**src/rtl/key_conditioner.sv**
```systemverilog
// Synchronizes and debounces the Run/Clear push-buttons and synchronizes the switch bus.
// Define AUTO_REPEAT_EN to add hold-to-repeat Run_Accumulate strobes.
module key_conditioner #(
  parameter int DEBOUNCE_CYCLES = 500000,
  parameter int SYNC_STAGES     = 2,
  parameter int REPEAT_DELAY    = 25000000,
  parameter int REPEAT_PERIOD   = 5000000
) (
  input  logic       Clk,
  input  logic       Reset_n,
  input  logic       Run_Key_n,
  input  logic       Clear_Key_n,
  input  logic [9:0] SW_raw,
  output logic [9:0] SW,
  output logic       Run_Accumulate,
  output logic       Reset_Clear,
  output logic       Run_Held,
  output logic       Clear_Held
);

  localparam int CNT_W = $clog2(DEBOUNCE_CYCLES + 1);
  localparam logic [CNT_W-1:0] CNT_MAX = CNT_W'(DEBOUNCE_CYCLES);
  localparam logic [CNT_W-1:0] CNT_ONE = CNT_W'(1);

  if (DEBOUNCE_CYCLES < 2 || SYNC_STAGES < 2 || REPEAT_DELAY < 1 || REPEAT_PERIOD < 1) begin : g_param_check
    $error("key_conditioner: parameter out of range");
  end

  typedef enum logic [1:0] {RELEASED, PRESS_PEND, PRESSED, RELEASE_PEND} key_state_e;

  // Index 0 is the Run key, index 1 is the Clear key.
  logic [1:0]       key_sync_q [SYNC_STAGES];
  logic [1:0]       key_sync_d [SYNC_STAGES];
  logic [9:0]       sw_sync_q  [SYNC_STAGES];
  logic [9:0]       sw_sync_d  [SYNC_STAGES];
  key_state_e       state_q    [2];
  key_state_e       state_d    [2];
  logic [CNT_W-1:0] cnt_q      [2];
  logic [CNT_W-1:0] cnt_d      [2];
  logic [1:0]       held_q, held_d;
  logic [1:0]       press_evt;
  logic             run_acc_q, run_acc_d;
  logic             clr_stb_q, clr_stb_d;
  logic             rep_evt;
  logic [1:0]       key_s;

  always_comb begin
    key_sync_d[0] = {Clear_Key_n, Run_Key_n};
    sw_sync_d[0]  = SW_raw;
    for (int i = 1; i < SYNC_STAGES; i++) begin
      key_sync_d[i] = key_sync_q[i-1];
      sw_sync_d[i]  = sw_sync_q[i-1];
    end
  end

  assign key_s = key_sync_q[SYNC_STAGES-1];

  always_comb begin
    for (int k = 0; k < 2; k++) begin
      state_d[k]   = state_q[k];
      cnt_d[k]     = cnt_q[k];
      press_evt[k] = 1'b0;
      case (state_q[k])
        RELEASED: begin
          if (!key_s[k]) begin
            state_d[k] = PRESS_PEND;
            cnt_d[k]   = CNT_ONE;
          end
        end
        PRESS_PEND: begin
          if (key_s[k]) begin
            state_d[k] = RELEASED;
            cnt_d[k]   = '0;
          end else if (cnt_q[k] == CNT_MAX) begin
            state_d[k]   = PRESSED;
            cnt_d[k]     = '0;
            press_evt[k] = 1'b1;
          end else begin
            cnt_d[k] = cnt_q[k] + CNT_ONE;
          end
        end
        PRESSED: begin
          if (key_s[k]) begin
            state_d[k] = RELEASE_PEND;
            cnt_d[k]   = CNT_ONE;
          end
        end
        RELEASE_PEND: begin
          if (!key_s[k]) begin
            state_d[k] = PRESSED;
            cnt_d[k]   = '0;
          end else if (cnt_q[k] == CNT_MAX) begin
            state_d[k] = RELEASED;
            cnt_d[k]   = '0;
          end else begin
            cnt_d[k] = cnt_q[k] + CNT_ONE;
          end
        end
        default: begin
          state_d[k] = RELEASED;
          cnt_d[k]   = '0;
        end
      endcase
      held_d[k] = (state_d[k] == PRESSED) || (state_d[k] == RELEASE_PEND);
    end
  end

`ifdef AUTO_REPEAT_EN
  localparam int REP_MAX = (REPEAT_DELAY > REPEAT_PERIOD) ? REPEAT_DELAY : REPEAT_PERIOD;
  localparam int REP_W   = $clog2(REP_MAX + 1);

  logic [REP_W-1:0] rep_cnt_q, rep_cnt_d;
  logic             rep_periodic_q, rep_periodic_d;

  // Counts only while Run stays solidly pressed and Clear is not held.
  always_comb begin
    rep_cnt_d      = '0;
    rep_periodic_d = 1'b0;
    rep_evt        = 1'b0;
    if (state_q[0] == PRESSED && state_d[0] == PRESSED && !held_q[1]) begin
      rep_periodic_d = rep_periodic_q;
      rep_cnt_d      = rep_cnt_q + REP_W'(1);
      if (rep_cnt_d == (rep_periodic_q ? REP_W'(REPEAT_PERIOD) : REP_W'(REPEAT_DELAY))) begin
        rep_evt        = 1'b1;
        rep_cnt_d      = '0;
        rep_periodic_d = 1'b1;
      end
    end
  end

  always_ff @(posedge Clk or negedge Reset_n) begin
    if (!Reset_n) begin
      rep_cnt_q      <= '0;
      rep_periodic_q <= 1'b0;
    end else begin
      rep_cnt_q      <= rep_cnt_d;
      rep_periodic_q <= rep_periodic_d;
    end
  end
`else
  assign rep_evt = 1'b0;
`endif

  // Clear wins any collision and masks Run for as long as it is held.
  always_comb begin
    run_acc_d = (press_evt[0] | rep_evt) & ~held_d[1];
    clr_stb_d = press_evt[1];
  end

  always_ff @(posedge Clk or negedge Reset_n) begin
    if (!Reset_n) begin
      for (int i = 0; i < SYNC_STAGES; i++) begin
        key_sync_q[i] <= 2'b11;
        sw_sync_q[i]  <= '0;
      end
      for (int k = 0; k < 2; k++) begin
        state_q[k] <= RELEASED;
        cnt_q[k]   <= '0;
      end
      held_q    <= '0;
      run_acc_q <= 1'b0;
      clr_stb_q <= 1'b0;
    end else begin
      for (int i = 0; i < SYNC_STAGES; i++) begin
        key_sync_q[i] <= key_sync_d[i];
        sw_sync_q[i]  <= sw_sync_d[i];
      end
      for (int k = 0; k < 2; k++) begin
        state_q[k] <= state_d[k];
        cnt_q[k]   <= cnt_d[k];
      end
      held_q    <= held_d;
      run_acc_q <= run_acc_d;
      clr_stb_q <= clr_stb_d;
    end
  end

  assign SW             = sw_sync_q[SYNC_STAGES-1];
  assign Run_Accumulate = run_acc_q;
  assign Reset_Clear    = clr_stb_q;
  assign Run_Held       = held_q[0];
  assign Clear_Held     = held_q[1];

endmodule

```
**config.mk**
```make
export PLATFORM = sky130hd
export DESIGN_NAME = key_conditioner
export DESIGN_NICKNAME = d
export VERILOG_FILES = /design/src/rtl/key_conditioner.sv
export SDC_FILE = /design/constraint.sdc
export NUM_CORES = 1
export LEC_CHECK = 0
export BUFFER_PORTS_ARGS = -buffer_cell sky130_fd_sc_hd__buf_4
export CAP_MARGIN = 25
export CORE_MARGIN = 1.5
export CORE_UTILIZATION = 59
export CTS_CLUSTER_SIZE = 20
export DETAILED_ROUTE_END_ITERATION = 10
export GPL_TIMING_DRIVEN = 0
export PLACE_DENSITY = 0.83
export SYNTH_ARGS = -nofsm -noshare
export SYNTH_HDL_FRONTEND = slang
export SYNTH_SLANG_ARGS = --single-unit
export TNS_END_PERCENT = 30
```
**constraint.sdc**
```tcl
create_clock -name Clk -period 2.3 [get_ports Clk]
set_clock_uncertainty 0.2 [all_clocks]
set_input_delay 0.46 -clock Clk [delete_from_list [all_inputs] [get_ports Clk]]
set_output_delay 0.46 -clock Clk [all_outputs]
set_load 0.02 [all_outputs]
```
# == Word-level counts from Yosys, hierarchy flattened ==
# Index checks and enable logic that the tools add are counted.
# totals
regBits,70
elab_cells,69
# op_classes
add_sub_neg,2
eq_ne,16
n_mux,32
n_bitwise,2
n_reduce_logical,6
# ops
cell,count
two-way mux 19 bit,10
one-hot mux 19 bit (4 select lines),2
"adder 19 x 1 -> 19 bit, second input constant",2
"== test 19 bit, second input constant",2
two-way mux 2 bit,12
"== test 2 bit, second input constant",8
one-hot mux 2 bit (4 select lines),2
"inequality test 2 bit, second input constant",4
two-way mux 1 bit,6
"== test 2 x 1 -> 1 bit, second input constant",2
logical NOT 2 bit,2
AND reduction 2 bit,2
logical OR 1 bit,2
bitwise AND 1 bit,1
NOT 1 bit,1

# == Longest topological paths before layout ==
# Gate-level depths: netlist of run 1.
# logic_depth
ltp_word,8
depth_mapped,8
mapped_depth_nobuf,7

# == Worst setup path after synthesis of run 1 ==
# OpenSTA, ideal clock, no wires.
# synth_timing
path_type,register to register
startpoint,register cnt_q[0] (netlist bit)
endpoint,register cnt_q[18] (netlist bit)
setup_time_ns,0.069
arrival_time_ns,1.795
required_ns,2.031
setup_slack_ns,0.236
path_stages_with_launch,6
synth_period_minus_slack_ns,2.064
path_cell_list,dfrtp_1 ha_1 nand4_1 or4_4 or4_1 nand3_1
# synth_between
elab_chain_cells,4
elab_cells_between_ends,6
classes_between,1 x add/sub; 1 x eq/ne; 4 x mux
# synth_lines
item,line,text
start: declaration,38,logic [CNT_W-1:0] cnt_q [2];
start signal: indexed assignment,170,cnt_q[k] <= cnt_d[k];
adder 19 x 1 -> 19 bit / == test 19 bit (equally long branches),n/a,
two-way mux 19 bit *,"74, 92",
two-way mux 19 bit (on tied branches),"89, 71",
one-hot mux 19 bit (4 select lines) *,63,case (state_q[k])
# Every way passes the cells marked *; elsewhere a longest branch is shown, timed or not.
# A chain may end at the register's enable or synchronous reset.

# == Worst setup path after layout of run 1 ==
# layout_timing
startpoint,register cnt_q[0] (netlist bit)
endpoint,register cnt_q[2] (netlist bit)
# Same word-level chain as after synthesis.

==> impl_metrics.prom, run 1 <==
# TYPE chip_impl_metric gauge
chip_impl_metric{name="timing.critical_path.slowest_cell_delay",unit="ns"} 0.43
chip_impl_info{name="worst_r2r_startpoint",value="cnt_q[0]"} 1
chip_impl_metric{name="wl",unit="um"} 7090
chip_impl_metric{name="cts_sinks",unit=""} 70
chip_impl_metric{name="num_ports",unit=""} 28
chip_impl_info{name="hold_class",value="in -> async"} 1
chip_impl_info{name="critPathSlowestCell",value="sky130_fd_sc_hd__dfrtp_1"} 1
chip_impl_metric{name="regArea",unit="um2"} 1760
chip_impl_metric{name="dieWidth",unit="um"} 76.0
chip_impl_metric{name="number_of_input_and_output_port_buffers_inserted",unit=""} 27
chip_impl_metric{name="ys_seq_area_share",unit="%"} 55.9
chip_impl_metric{name="initial_core_utilization",unit="%"} 61.5
chip_impl_metric{name="remaining_drc_errors",unit=""} 0
chip_impl_info{name="startpoint_type",value="flip-flop"} 1
chip_impl_metric{name="synthesis.instances",unit=""} 312
chip_impl_metric{name="async_set_or_reset_register_ratio_after_synthesis",unit="%"} 100
chip_impl_metric{name="clock_tree.buffer_depth",unit=""} 2
chip_impl_info{name="route.top_layer_used",value="met4"} 1
chip_impl_metric{name="worstRegToRegCells",unit=""} 8
chip_impl_metric{name="syn-cell-area",unit="um2"} 3140
chip_impl_metric{name="vias",unit=""} 2596
chip_impl_metric{name="worst-path-buf-inv",unit=""} 2
chip_impl_metric{name="max-vdd-ir-drop",unit="mV"} 0.607
chip_impl_info{name="criticalPathCategory",value="reg -> reg"} 1
chip_impl_metric{name="grt_use_total",unit="%"} 26.0
chip_impl_metric{name="r2r_slack",unit="ns"} 0.02
chip_impl_metric{name="timing.final.max_slew_violations",unit=""} 0
chip_impl_metric{name="layout-drive-gt1-share",unit="%"} 18.8
chip_impl_metric{name="placement_rows",unit=""} 26
chip_impl_info{name="synthDominantAreaCellType",value="sky130_fd_sc_hd__dfrtp_1"} 1
chip_impl_info{name="crit_family",value="compound AO/OA/AOI/OAI gates"} 1
chip_impl_metric{name="path_max_fanout",unit=""} 10
chip_impl_metric{name="grt_pass1_vias",unit=""} 2507
chip_impl_metric{name="number_of_antenna_violations_at_the_first_check_in_global_routing",unit=""} 0
chip_impl_metric{name="synthesis.area_per_instance",unit="um2"} 10.1
chip_impl_metric{name="placedCellCount",unit=""} 409
chip_impl_metric{name="min_period_over_period",unit="%"} 99.3
chip_impl_metric{name="cellPowerDensity",unit="nW/um2"} 680
chip_impl_info{name="status",value="finished clean"} 1
chip_impl_info{name="timing.rr.end",value="cnt_q[2]"} 1
chip_impl_metric{name="wl_met3",unit="um"} 432
chip_impl_metric{name="grt_overflow",unit=""} 0
chip_impl_info{name="tritoncts",value="built"} 1
chip_impl_metric{name="route.met2.wl",unit="um"} 3520
chip_impl_info{name="synth_commonest_cells",value="sky130_fd_sc_hd__dfrtp_1, sky130_fd_sc_hd__nand2_1, sky130_fd_sc_hd__o21ai_0"} 1
chip_impl_metric{name="via_per_instance_ratio",unit=""} 6.02
chip_impl_metric{name="floorplan.core_area",unit="um2"} 5110
chip_impl_metric{name="finalSetupTns",unit="ns"} 0
chip_impl_metric{name="yosysUniqueCellTypes",unit=""} 45
chip_impl_metric{name="fin_crit",unit="ns"} 2.28
chip_impl_metric{name="num_antenna_cells",unit=""} 0
chip_impl_metric{name="die-area",unit="um2"} 5770
chip_impl_metric{name="timing_worst_slew_pin_value",unit="ns"} 0.863
chip_impl_metric{name="timing.critical_path.required",unit="ns"} 2.34
chip_impl_metric{name="global_route_wire_length_before_repair",unit="um"} 11600
chip_impl_info{name="setup.worst_path.end_class",value="flip-flop"} 1
chip_impl_metric{name="cts.htree.levels",unit=""} 3
chip_impl_info{name="ys_dominant_reg_cell",value="sky130_fd_sc_hd__dfrtp_1"} 1
chip_impl_metric{name="dr.first_iter.drc_count",unit=""} 255
chip_impl_metric{name="place_congestion",unit=""} 0.855
chip_impl_metric{name="total_area_of_multi_input_combinational_cells",unit="um2"} 1310
chip_impl_metric{name="cts.reportedPaths.clkPinSlew",unit="ns"} 0.08
chip_impl_metric{name="syn_nets",unit=""} 330
chip_impl_metric{name="finalSetupViolCount",unit=""} 0
chip_impl_metric{name="detailedRoute.firstPassIterationCount",unit=""} 5
chip_impl_metric{name="fp.dieH",unit="um"} 76.0
chip_impl_metric{name="relSlewSlack",unit="%"} 42.4
chip_impl_metric{name="post_drt_wl_per_cell",unit="um"} 16.4
chip_impl_metric{name="timing.final.hold_violations",unit=""} 0
chip_impl_metric{name="pin_count_of_the_biggest_net_entering_global_routing",unit=""} 71
chip_impl_metric{name="synth_seq_cells",unit=""} 70
chip_impl_metric{name="total_leakage_power",unit="nW"} 1.67
chip_impl_metric{name="max_freq",unit="MHz"} 438
chip_impl_metric{name="post-synth-top-area-fraction",unit="%"} 52.6
chip_impl_metric{name="maxCapViolations",unit=""} 0
chip_impl_metric{name="area_growth",unit="%"} 18.9
chip_impl_metric{name="synthesis.yosys.warnings",unit=""} 0
chip_impl_metric{name="routedLengthMet1",unit="um"} 3030
chip_impl_info{name="yosys.cell_count.top_type",value="sky130_fd_sc_hd__dfrtp_1"} 1
chip_impl_metric{name="synth-edff-count",unit=""} 0
chip_impl_info{name="critical_path.cell_chain",value="inv_1 -> ha_1 -> and4bb_2 -> nand4_1 -> o21ai_1 -> buf_2 -> o21ai_0 -> a21o_1"} 1
chip_impl_metric{name="worst_ep_arrival_time",unit="ns"} 2.32
chip_impl_metric{name="drt.antenna.violating_nets",unit=""} 0
chip_impl_info{name="rsz_0062_raised_after_global_routing",value="true"} 1
chip_impl_metric{name="post-dp-hpwl",unit="um"} 4390
chip_impl_metric{name="stdcell_count",unit=""} 431
chip_impl_metric{name="whs",unit="ns"} 0.0135
chip_impl_metric{name="fillers",unit=""} 357
chip_impl_info{name="clk_root_buffer_cell",value="sky130_fd_sc_hd__clkbuf_8"} 1
chip_impl_metric{name="num-nets-final",unit=""} 374
chip_impl_metric{name="clock_insertion_delay_worst_skew",unit="ns"} 0.34
chip_impl_info{name="yosys-top-cells-area",value="sky130_fd_sc_hd__dfrtp_1, sky130_fd_sc_hd__o21ai_0, sky130_fd_sc_hd__nand2_1"} 1
chip_impl_metric{name="number_of_buffers_added_by_the_clock_tree_synthesis_step",unit=""} 9
kinds of logic after synthesis:
group,Yosys count,synth area share (%)
AND/OR/NAND/NOR,135,23.4
multiplexers,3,0.956
XOR/XNOR,8,2.23
flip-flops,70,55.9
AO/OA/AOI/OAI,68,12.8
buffers and inverters,24,3.15
adder cells (fa/ha/maj),4,1.59
stage by stage:
step	setup slack, ns	util (%)	power (mW)	cell area (um2)
after floorplan	0.236	-	1.39	3140
after global placement	-0.158	67.2	1.47	3430
after detailed placement	-0.191	67.2	1.47	3430
after CTS	0.00606	71.6	2.54	3650
after global routing	-0.0878	73.2	2.63	3740
final	0.0157	73.2	2.54	3740
worst max-delay path by stage:
stage / from / end / slack, ns / cells past startpoint
floorplan: cnt_q[0] / cnt_q[18] / 0.24 / 5
global placement: cnt_q[0] / cnt_q[6] / -0.16 / 8
detailed placement: cnt_q[0] / cnt_q[6] / -0.19 / 8
CTS: cnt_q[0] / cnt_q[18] / 0.006 / 5
global route: cnt_q[0] / cnt_q[6] / -0.09 / 8
finish: cnt_q[0] / cnt_q[2] / 0.02 / 8
what timing repair did:
item	4_1_cts	5_1_grt
buffers inserted	0	5
hold buffers	0	2
endpoints found under the setup margin	17	22
resized for setup	5	11
endpoints found under the hold margin	0	2
pin swaps	0	3
sequential cells by signal, indices dropped and copies added, names as in the netlist:
| name | cells |
|---|---|
| Reset_Clear | 1 |
| Run_Accumulate | 1 |
| SW | 10 |
| cnt_q | 38 |
| held_q | 2 |
| key_s | 2 |
| key_sync_d | 2 |
| state_q | 4 |
| sw_sync_d | 10 |
final cells by class:
cell class / count / area share (%)
Multi-Input combinational cell: 218 / 35.1
Clock buffer: 10 / 3.42
Sequential cell: 70 / 47.0
Inverter: 15 / 1.51
Timing Repair Buffer: 34 / 6.97
Tap cell: 70 / 2.34
Buffer: 8 / 1.31
Clock inverter: 6 / 2.34
cell usage in the layout, fill, tap and decap left out, types with 6 or more instances in the layout:
cell	instances
sky130_fd_sc_hd__nand2_1	33
sky130_fd_sc_hd__and2_1	6
sky130_fd_sc_hd__inv_1	14
sky130_fd_sc_hd__clkbuf_8	9
sky130_fd_sc_hd__nand4_1	15
sky130_fd_sc_hd__nor2_1	15
sky130_fd_sc_hd__buf_4	32
sky130_fd_sc_hd__a21o_1	9
sky130_fd_sc_hd__or3_1	9
sky130_fd_sc_hd__nor3_1	10
sky130_fd_sc_hd__nand3_1	18
sky130_fd_sc_hd__nor4_1	6
sky130_fd_sc_hd__o21ai_0	24
sky130_fd_sc_hd__dfrtp_1	66
sky130_fd_sc_hd__a21oi_1	16
where the power goes:
group	internal [mW]	switching [mW]
combinational	0.0652	0.105
sequential	1.27	0.0256
clock	0.611	0.466
total	1.94	0.596
routing by layer:
metal	track usage (%)	vias up
li1	-	1207
met1	33.7	1272
met2	40.7	109
met3	7.43	8
met4	12.0	0
met5	0	-
No activity file was read; power rests on OpenSTA's default activity.
==> run 2: changes to the inputs <==
--- a/config.mk
+++ b/config.mk
@@ -7,8 +7,10 @@
 export LEC_CHECK = 0
 export BUFFER_PORTS_ARGS = -buffer_cell sky130_fd_sc_hd__buf_4
 export CAP_MARGIN = 25
+export CELL_PAD_IN_SITES_DETAIL_PLACEMENT = 2
+export CELL_PAD_IN_SITES_GLOBAL_PLACEMENT = 2
 export CORE_MARGIN = 1.5
-export CORE_UTILIZATION = 59
+export CORE_UTILIZATION = 38
 export CTS_CLUSTER_SIZE = 20
 export DETAILED_ROUTE_END_ITERATION = 10
 export GPL_TIMING_DRIVEN = 0
==> impl_metrics.prom, run 2 (synthesis gave the netlist of run 1 again) <==
# TYPE chip_impl_metric gauge
chip_impl_metric{name="number_of_antenna_violations_at_the_first_check_in_global_routing",unit=""} 0
chip_impl_metric{name="clock_tree.buffer_depth",unit=""} 2
chip_impl_info{name="startpoint_type",value="flip-flop"} 1
chip_impl_metric{name="post_drt_wl_per_cell",unit="um"} 19.0
chip_impl_metric{name="finalSetupTns",unit="ns"} 0
chip_impl_metric{name="clock_insertion_delay_worst_skew",unit="ns"} 0.35
chip_impl_metric{name="number_of_input_and_output_port_buffers_inserted",unit=""} 27
chip_impl_metric{name="finalSetupViolCount",unit=""} 0
chip_impl_metric{name="num-nets-final",unit=""} 386
chip_impl_metric{name="routedLengthMet1",unit="um"} 3840
chip_impl_metric{name="min_period_over_period",unit="%"} 99.2
chip_impl_metric{name="path_max_fanout",unit=""} 10
chip_impl_metric{name="regArea",unit="um2"} 1760
chip_impl_metric{name="total_leakage_power",unit="nW"} 1.73
chip_impl_metric{name="area_growth",unit="%"} 25.4
chip_impl_metric{name="final_standard_cell_area_without_fillers",unit="um2"} 3940
chip_impl_metric{name="num_ports",unit=""} 28
chip_impl_info{name="mostFrequentLayoutCells",value="sky130_fd_sc_hd__dfrtp_1, sky130_fd_sc_hd__buf_4, sky130_fd_sc_hd__nand2_1"} 1
chip_impl_metric{name="cts.reportedPaths.clkPinSlew",unit="ns"} 0.09
chip_impl_metric{name="detailedRoute.firstPassIterationCount",unit=""} 6
chip_impl_metric{name="fillers",unit=""} 829
chip_impl_metric{name="via_per_instance_ratio",unit=""} 5.61
chip_impl_info{name="route.top_layer_used",value="met4"} 1
chip_impl_metric{name="fp.dieH",unit="um"} 93.9
chip_impl_metric{name="r2r_slack",unit="ns"} 0.02
chip_impl_info{name="layout_commonest_cell",value="sky130_fd_sc_hd__dfrtp_1"} 1
chip_impl_info{name="setup.worst_path.end_class",value="flip-flop"} 1
chip_impl_metric{name="total_area_of_multi_input_combinational_cells",unit="um2"} 1340
chip_impl_metric{name="timing.final.hold_violations",unit=""} 0
chip_impl_metric{name="timing.final.max_slew_violations",unit=""} 0
chip_impl_metric{name="grt_overflow",unit=""} 0
chip_impl_metric{name="cts_sinks",unit=""} 70
chip_impl_metric{name="place_area",unit="um2"} 3470
chip_impl_metric{name="relSlewSlack",unit="%"} 39.3
chip_impl_metric{name="place_congestion",unit=""} 0.809
chip_impl_metric{name="worst_ep_arrival_time",unit="ns"} 2.31
chip_impl_metric{name="timing_worst_slew_pin_value",unit="ns"} 0.910
chip_impl_metric{name="postLayoutCoreUtil",unit="%"} 50.2
chip_impl_metric{name="num_antenna_cells",unit=""} 0
chip_impl_metric{name="fin_crit",unit="ns"} 2.28
chip_impl_metric{name="cellPowerDensity",unit="nW/um2"} 672
chip_impl_metric{name="dr.first_iter.drc_count",unit=""} 48
chip_impl_metric{name="cts.htree.levels",unit=""} 3
chip_impl_metric{name="wl",unit="um"} 9010
chip_impl_metric{name="timing.critical_path.required",unit="ns"} 2.33
chip_impl_metric{name="floorplan.core_area",unit="um2"} 7850
chip_impl_metric{name="wl_met3",unit="um"} 283
chip_impl_metric{name="max_freq",unit="MHz"} 438
chip_impl_metric{name="drt.antenna.violating_nets",unit=""} 0
chip_impl_metric{name="worstRegToRegCells",unit=""} 9
chip_impl_metric{name="number_of_buffers_added_by_the_clock_tree_synthesis_step",unit=""} 9
chip_impl_metric{name="max-vdd-ir-drop",unit="mV"} 0.430
chip_impl_metric{name="grt_use_total",unit="%"} 21.8
chip_impl_metric{name="post-dp-hpwl",unit="um"} 5670
chip_impl_info{name="hold_class",value="in -> async"} 1
chip_impl_metric{name="initial_core_utilization",unit="%"} 40.0
chip_impl_metric{name="maxCapViolations",unit=""} 0
chip_impl_info{name="clk_root_buffer_cell",value="sky130_fd_sc_hd__clkbuf_8"} 1
chip_impl_metric{name="whs",unit="ns"} 0.0216
chip_impl_metric{name="pin_count_of_the_biggest_net_entering_global_routing",unit=""} 71
chip_impl_info{name="tritoncts",value="built"} 1
chip_impl_info{name="timing.rr.end",value="cnt_q[4]"} 1
chip_impl_metric{name="vias",unit=""} 2663
chip_impl_metric{name="die-area",unit="um2"} 8820
chip_impl_info{name="top_register",value="cnt_q"} 1
chip_impl_info{name="rsz_0062_raised_after_global_routing",value="true"} 1
chip_impl_metric{name="layout-drive-gt1-share",unit="%"} 21.2
chip_impl_info{name="criticalPathCategory",value="reg -> reg"} 1
chip_impl_metric{name="largest_register_ffs",unit=""} 38
chip_impl_info{name="worst_r2r_startpoint",value="cnt_q[0]"} 1
chip_impl_metric{name="route.met2.wl",unit="um"} 4780
chip_impl_info{name="status",value="finished clean"} 1
chip_impl_metric{name="dieWidth",unit="um"} 93.9
chip_impl_metric{name="grt_pass1_vias",unit=""} 2896
chip_impl_metric{name="remaining_drc_errors",unit=""} 0
chip_impl_metric{name="placement_rows",unit=""} 32
chip_impl_metric{name="global_route_wire_length_before_repair",unit="um"} 14400
run 2: worst max-delay path: stages, from the launching register on:
cell and delay [ns]:
sky130_fd_sc_hd__dfrtp_1 0.43, sky130_fd_sc_hd__inv_2 0.09, sky130_fd_sc_hd__ha_1 0.15, sky130_fd_sc_hd__and4bb_2 0.25, sky130_fd_sc_hd__nand4_1 0.11, sky130_fd_sc_hd__buf_4 0.18
sky130_fd_sc_hd__o21a_1 0.20, sky130_fd_sc_hd__clkbuf_4 0.21, sky130_fd_sc_hd__a21oi_1 0.22, sky130_fd_sc_hd__o21bai_1 0.11
run 2: worst max-delay path by stage:
stage	startpoint	to	slack [ns]
after global placement	cnt_q[19]	cnt_q[21]	-0.25
after detailed placement	cnt_q[19]	cnt_q[21]	-0.38
after CTS	cnt_q[0]	Run_Accumulate	-0.006
final	cnt_q[0]	cnt_q[4]	0.02
after global routing	cnt_q[0]	cnt_q[4]	-0.08
after floorplan	cnt_q[0]	cnt_q[18]	0.24
run 2: layer usage:
metal,vias to the layer above,track usage [%]
li1,1235,-
met1,1378,25.5
met2,42,39.7
met3,8,5.26
met4,0,5.97
met5,-,0
run 2: timing repair:
| item | CTS | global route |
|---|---|---|
| pin swaps | 6 | 3 |
| hold endpoints to repair | 12 | 0 |
| setup endpoints to repair | 31 | 26 |
| buffers inserted | 3 | 4 |
| hold buffers | 12 | 0 |
| gates resized for setup | 13 | 12 |
run 2: layout make-up:
type                    count  share of cell area, %
flip-flops and latches     70                   44.6
multi-input cells         218                   34.0
repair buffers             46                   9.52
well taps                 102                   3.24
clock buffers               9                   3.14
clock inverters             7                   2.60
plain buffers               8                   1.49
inverters                  15                   1.43
run 2: report_power, final:
group | total (mW) | switching (mW) | internal, mW | leakage [nW]
Clock | 1.15 | 0.530 | 0.624 | 0.111
Combinational | 0.201 | 0.117 | 0.0838 | 0.716
Sequential | 1.29 | 0.0256 | 1.27 | 0.908
run 2: per-stage QoR:
step	total power, mW	worst slack (ns)	cells
final	2.65	0.0185	475
after global routing	2.75	-0.0834	475
after CTS	2.67	-0.00618	471
after detailed placement	1.48	-0.385	441
after global placement	1.47	-0.247	441
after floorplan	1.39	0.236	312
==> run 3: changes to the inputs <==
--- a/config.mk
+++ b/config.mk
@@ -15,7 +15,8 @@
 export DETAILED_ROUTE_END_ITERATION = 10
 export GPL_TIMING_DRIVEN = 0
 export PLACE_DENSITY = 0.83
+export REMOVE_ABC_BUFFERS = 1
 export SYNTH_ARGS = -nofsm -noshare
 export SYNTH_HDL_FRONTEND = slang
 export SYNTH_SLANG_ARGS = --single-unit
-export TNS_END_PERCENT = 30
+export TNS_END_PERCENT = 100
==> constraint.sdc (replaced) <==
create_clock -name Clk -period 2.2 [get_ports Clk]
set_clock_uncertainty 0.2 [all_clocks]
set_input_delay 0.44 -clock Clk [delete_from_list [all_inputs] [get_ports Clk]]
set_output_delay 0.44 -clock Clk [all_outputs]
set_load 0.02 [all_outputs]
==> impl_metrics.prom, run 3 (synthesis gave the netlist of run 1 again) <==
# TYPE chip_impl_metric gauge
chip_impl_info{name="status",value="complete, but fails checks"} 1
chip_impl_info{name="violated_checks",value="hold timing, setup timing"} 1
chip_impl_metric{name="cts.reportedPaths.clkPinSlew",unit="ns"} 0.09
chip_impl_metric{name="worst-path-buf-inv",unit=""} 3
chip_impl_metric{name="total_leakage_power",unit="nW"} 1.80
chip_impl_info{name="route.top_layer_used",value="met4"} 1
chip_impl_metric{name="path_max_fanout",unit=""} 7
chip_impl_metric{name="number_of_antenna_violations_at_the_first_check_in_global_routing",unit=""} 0
chip_impl_info{name="setup.worst_path.end_class",value="flip-flop"} 1
chip_impl_info{name="clk_root_buffer_cell",value="sky130_fd_sc_hd__clkbuf_8"} 1
chip_impl_metric{name="maxCapViolations",unit=""} 0
chip_impl_metric{name="global_route_wire_length_before_repair",unit="um"} 16400
chip_impl_metric{name="fin_crit",unit="ns"} 2.29
chip_impl_metric{name="timing.final.max_slew_violations",unit=""} 0
chip_impl_metric{name="min_period_over_period",unit="%"} 104
chip_impl_metric{name="max-vdd-ir-drop",unit="mV"} 0.433
chip_impl_metric{name="place_area",unit="um2"} 3440
chip_impl_metric{name="worst_ep_arrival_time",unit="ns"} 2.35
chip_impl_metric{name="via_per_instance_ratio",unit=""} 5.94
chip_impl_metric{name="place_congestion",unit=""} 0.758
chip_impl_info{name="startpoint_type",value="flip-flop"} 1
chip_impl_metric{name="timing_worst_slew_pin_value",unit="ns"} 0.910
chip_impl_metric{name="floorplan.core_area",unit="um2"} 7850
chip_impl_metric{name="layout-drive-gt1-share",unit="%"} 28.2
chip_impl_metric{name="timing.final.hold_violations",unit=""} 9
chip_impl_metric{name="grt_overflow",unit=""} 0
chip_impl_info{name="hold_class",value="in -> async"} 1
chip_impl_info{name="critPathSlowestCell",value="sky130_fd_sc_hd__dfrtp_1"} 1
chip_impl_metric{name="largest_register_ffs",unit=""} 38
chip_impl_metric{name="num_antenna_cells",unit=""} 0
chip_impl_metric{name="clock_insertion_delay_worst_skew",unit="ns"} 0.37
chip_impl_metric{name="post-dp-hpwl",unit="um"} 6000
chip_impl_metric{name="area_growth",unit="%"} 31.6
chip_impl_metric{name="finalSetupViolCount",unit=""} 14
chip_impl_metric{name="grt_use_total",unit="%"} 24.9
chip_impl_metric{name="detailedRoute.firstPassIterationCount",unit=""} 4
chip_impl_info{name="critPathLaunch",value="cnt_q[19]"} 1
chip_impl_info{name="criticalPathCategory",value="reg -> reg"} 1
chip_impl_metric{name="timing.critical_path.required",unit="ns"} 2.26
chip_impl_info{name="top_register",value="cnt_q"} 1
chip_impl_metric{name="cellPowerDensity",unit="nW/um2"} 709
chip_impl_metric{name="final_standard_cell_area_without_fillers",unit="um2"} 4140
chip_impl_metric{name="post_drt_wl_per_cell",unit="um"} 24.1
chip_impl_metric{name="route.met2.wl",unit="um"} 5850
chip_impl_info{name="tritoncts",value="built"} 1
chip_impl_metric{name="num_ports",unit=""} 28
chip_impl_metric{name="clock_tree.buffer_depth",unit=""} 2
chip_impl_info{name="crit_family",value="compound AO/OA/AOI/OAI gates"} 1
chip_impl_metric{name="relSlewSlack",unit="%"} 39.3
chip_impl_metric{name="fp.dieH",unit="um"} 93.9
chip_impl_metric{name="max_freq",unit="MHz"} 437
chip_impl_metric{name="wl_met3",unit="um"} 625
chip_impl_info{name="mostFrequentLayoutCells",value="sky130_fd_sc_hd__dfrtp_1, sky130_fd_sc_hd__buf_4, sky130_fd_sc_hd__nand2_1"} 1
chip_impl_metric{name="initial_core_utilization",unit="%"} 40.0
chip_impl_metric{name="whs",unit="ns"} -0.00364
chip_impl_metric{name="remaining_drc_errors",unit=""} 0
chip_impl_metric{name="post-route-worst-setup-slack",unit="ns"} -0.0891
chip_impl_metric{name="routedLengthMet1",unit="um"} 4660
chip_impl_metric{name="cts.htree.levels",unit=""} 3
chip_impl_metric{name="pin_count_of_the_biggest_net_entering_global_routing",unit=""} 71
chip_impl_info{name="rsz_0062_raised_after_global_routing",value="true"} 1
chip_impl_metric{name="cts_sinks",unit=""} 70
chip_impl_metric{name="vias",unit=""} 2840
chip_impl_info{name="critical_path.cell_chain",value="inv_2 -> ha_4 -> nor4bb_4 -> nand4_1 -> buf_6 -> o21ai_4 -> buf_12 -> o21ai_0 -> a21o_1"} 1
chip_impl_metric{name="dr.first_iter.drc_count",unit=""} 152
chip_impl_metric{name="wl",unit="um"} 11500
chip_impl_metric{name="die-area",unit="um2"} 8820
chip_impl_metric{name="number_of_buffers_added_by_the_clock_tree_synthesis_step",unit=""} 9
chip_impl_info{name="layout_commonest_cell",value="sky130_fd_sc_hd__dfrtp_1"} 1
chip_impl_info{name="worst_r2r_startpoint",value="cnt_q[19]"} 1
chip_impl_metric{name="grt_pass1_vias",unit=""} 3071
chip_impl_metric{name="drt.antenna.violating_nets",unit=""} 0
chip_impl_metric{name="placement_rows",unit=""} 32
chip_impl_metric{name="dieWidth",unit="um"} 93.9
chip_impl_metric{name="timing.critical_path.slowest_cell_delay",unit="ns"} 0.42
chip_impl_metric{name="number_of_input_and_output_port_buffers_inserted",unit=""} 27
chip_impl_metric{name="finalSetupTns",unit="ns"} -0.530
chip_impl_metric{name="num-nets-final",unit=""} 389
==> run 3: final timing paths <==
path / endpoint / slack, ns / depth (start not counted)
worst max-delay path: cnt_q[22] / -0.09 / 9
worst min-delay path: SW[7] / -0.004 / 1
min in group Clk: SW[5] / 0.15 / 0
worst min register to register: SW[5] / 0.15 / 0
max in group asynchronous: cnt_q[10] / 1.16 / 1
worst max register to register: cnt_q[22] / -0.09 / 9
==> run 3: layout make-up <==
class	instances	area, um2
clock inverters	7	121
clock buffers	9	124
repair buffers	57	485
multi-input cells	218	1460
flip-flops and latches	70	1760
well taps	102	128
inverters	15	56.3
fillers	828	3710
==> run 3: stage by stage <==
step | power, mW | cells | worst slack, ns | util [%]
after global routing | 3.03 | 478 | -0.202 | 52.7
after CTS | 2.90 | 471 | 0.000510 | 50.7
final | 2.93 | 478 | -0.0891 | 52.7
after detailed placement | 1.55 | 433 | -0.663 | 43.8
after floorplan | 1.45 | 303 | -0.0374 | -
after global placement | 1.54 | 432 | -0.849 | 43.7
==> run 3: what timing repair did <==
item | in CTS | in global routing
hold buffers | 12 | 0
pin swaps | 7 | 9
gates resized for setup | 21 | 29
endpoints found under the setup margin | 39 | 43
cloned | 0 | 0
endpoints found under the hold margin | 12 | 0
setup buffers | 10 | 7
==> run 3: where the power goes <==
| group | internal [mW] | leakage [nW] | switching [mW] | total [mW] |
|---|---|---|---|---|
| Sequential | 1.32 | 0.905 | 0.0281 | 1.35 |
| Combinational | 0.110 | 0.769 | 0.143 | 0.252 |
| Clock | 0.759 | 0.124 | 0.568 | 1.33 |
==> run 3: layer usage <==
layer  global-route usage [%]  vias to the layer above
li1                         -                     1237
met1                     30.9                     1462
met2                     43.1                      112
met3                     4.94                       29
met4                     8.46                        0
met5                        0                        -
==> run 3: worst register-to-register path, delay by kind of cell (launching register included) <==
| kind | cells | cell delay (ns) |
|---|---|---|
| flip-flops | 1 | 0.42 |
| buffers and inverters | 3 | 0.43 |
| adder cells (fa/ha/maj) | 1 | 0.15 |
| AO/OA/AOI/OAI | 3 | 0.52 |
| AND/OR/NAND/NOR | 2 | 0.47 |
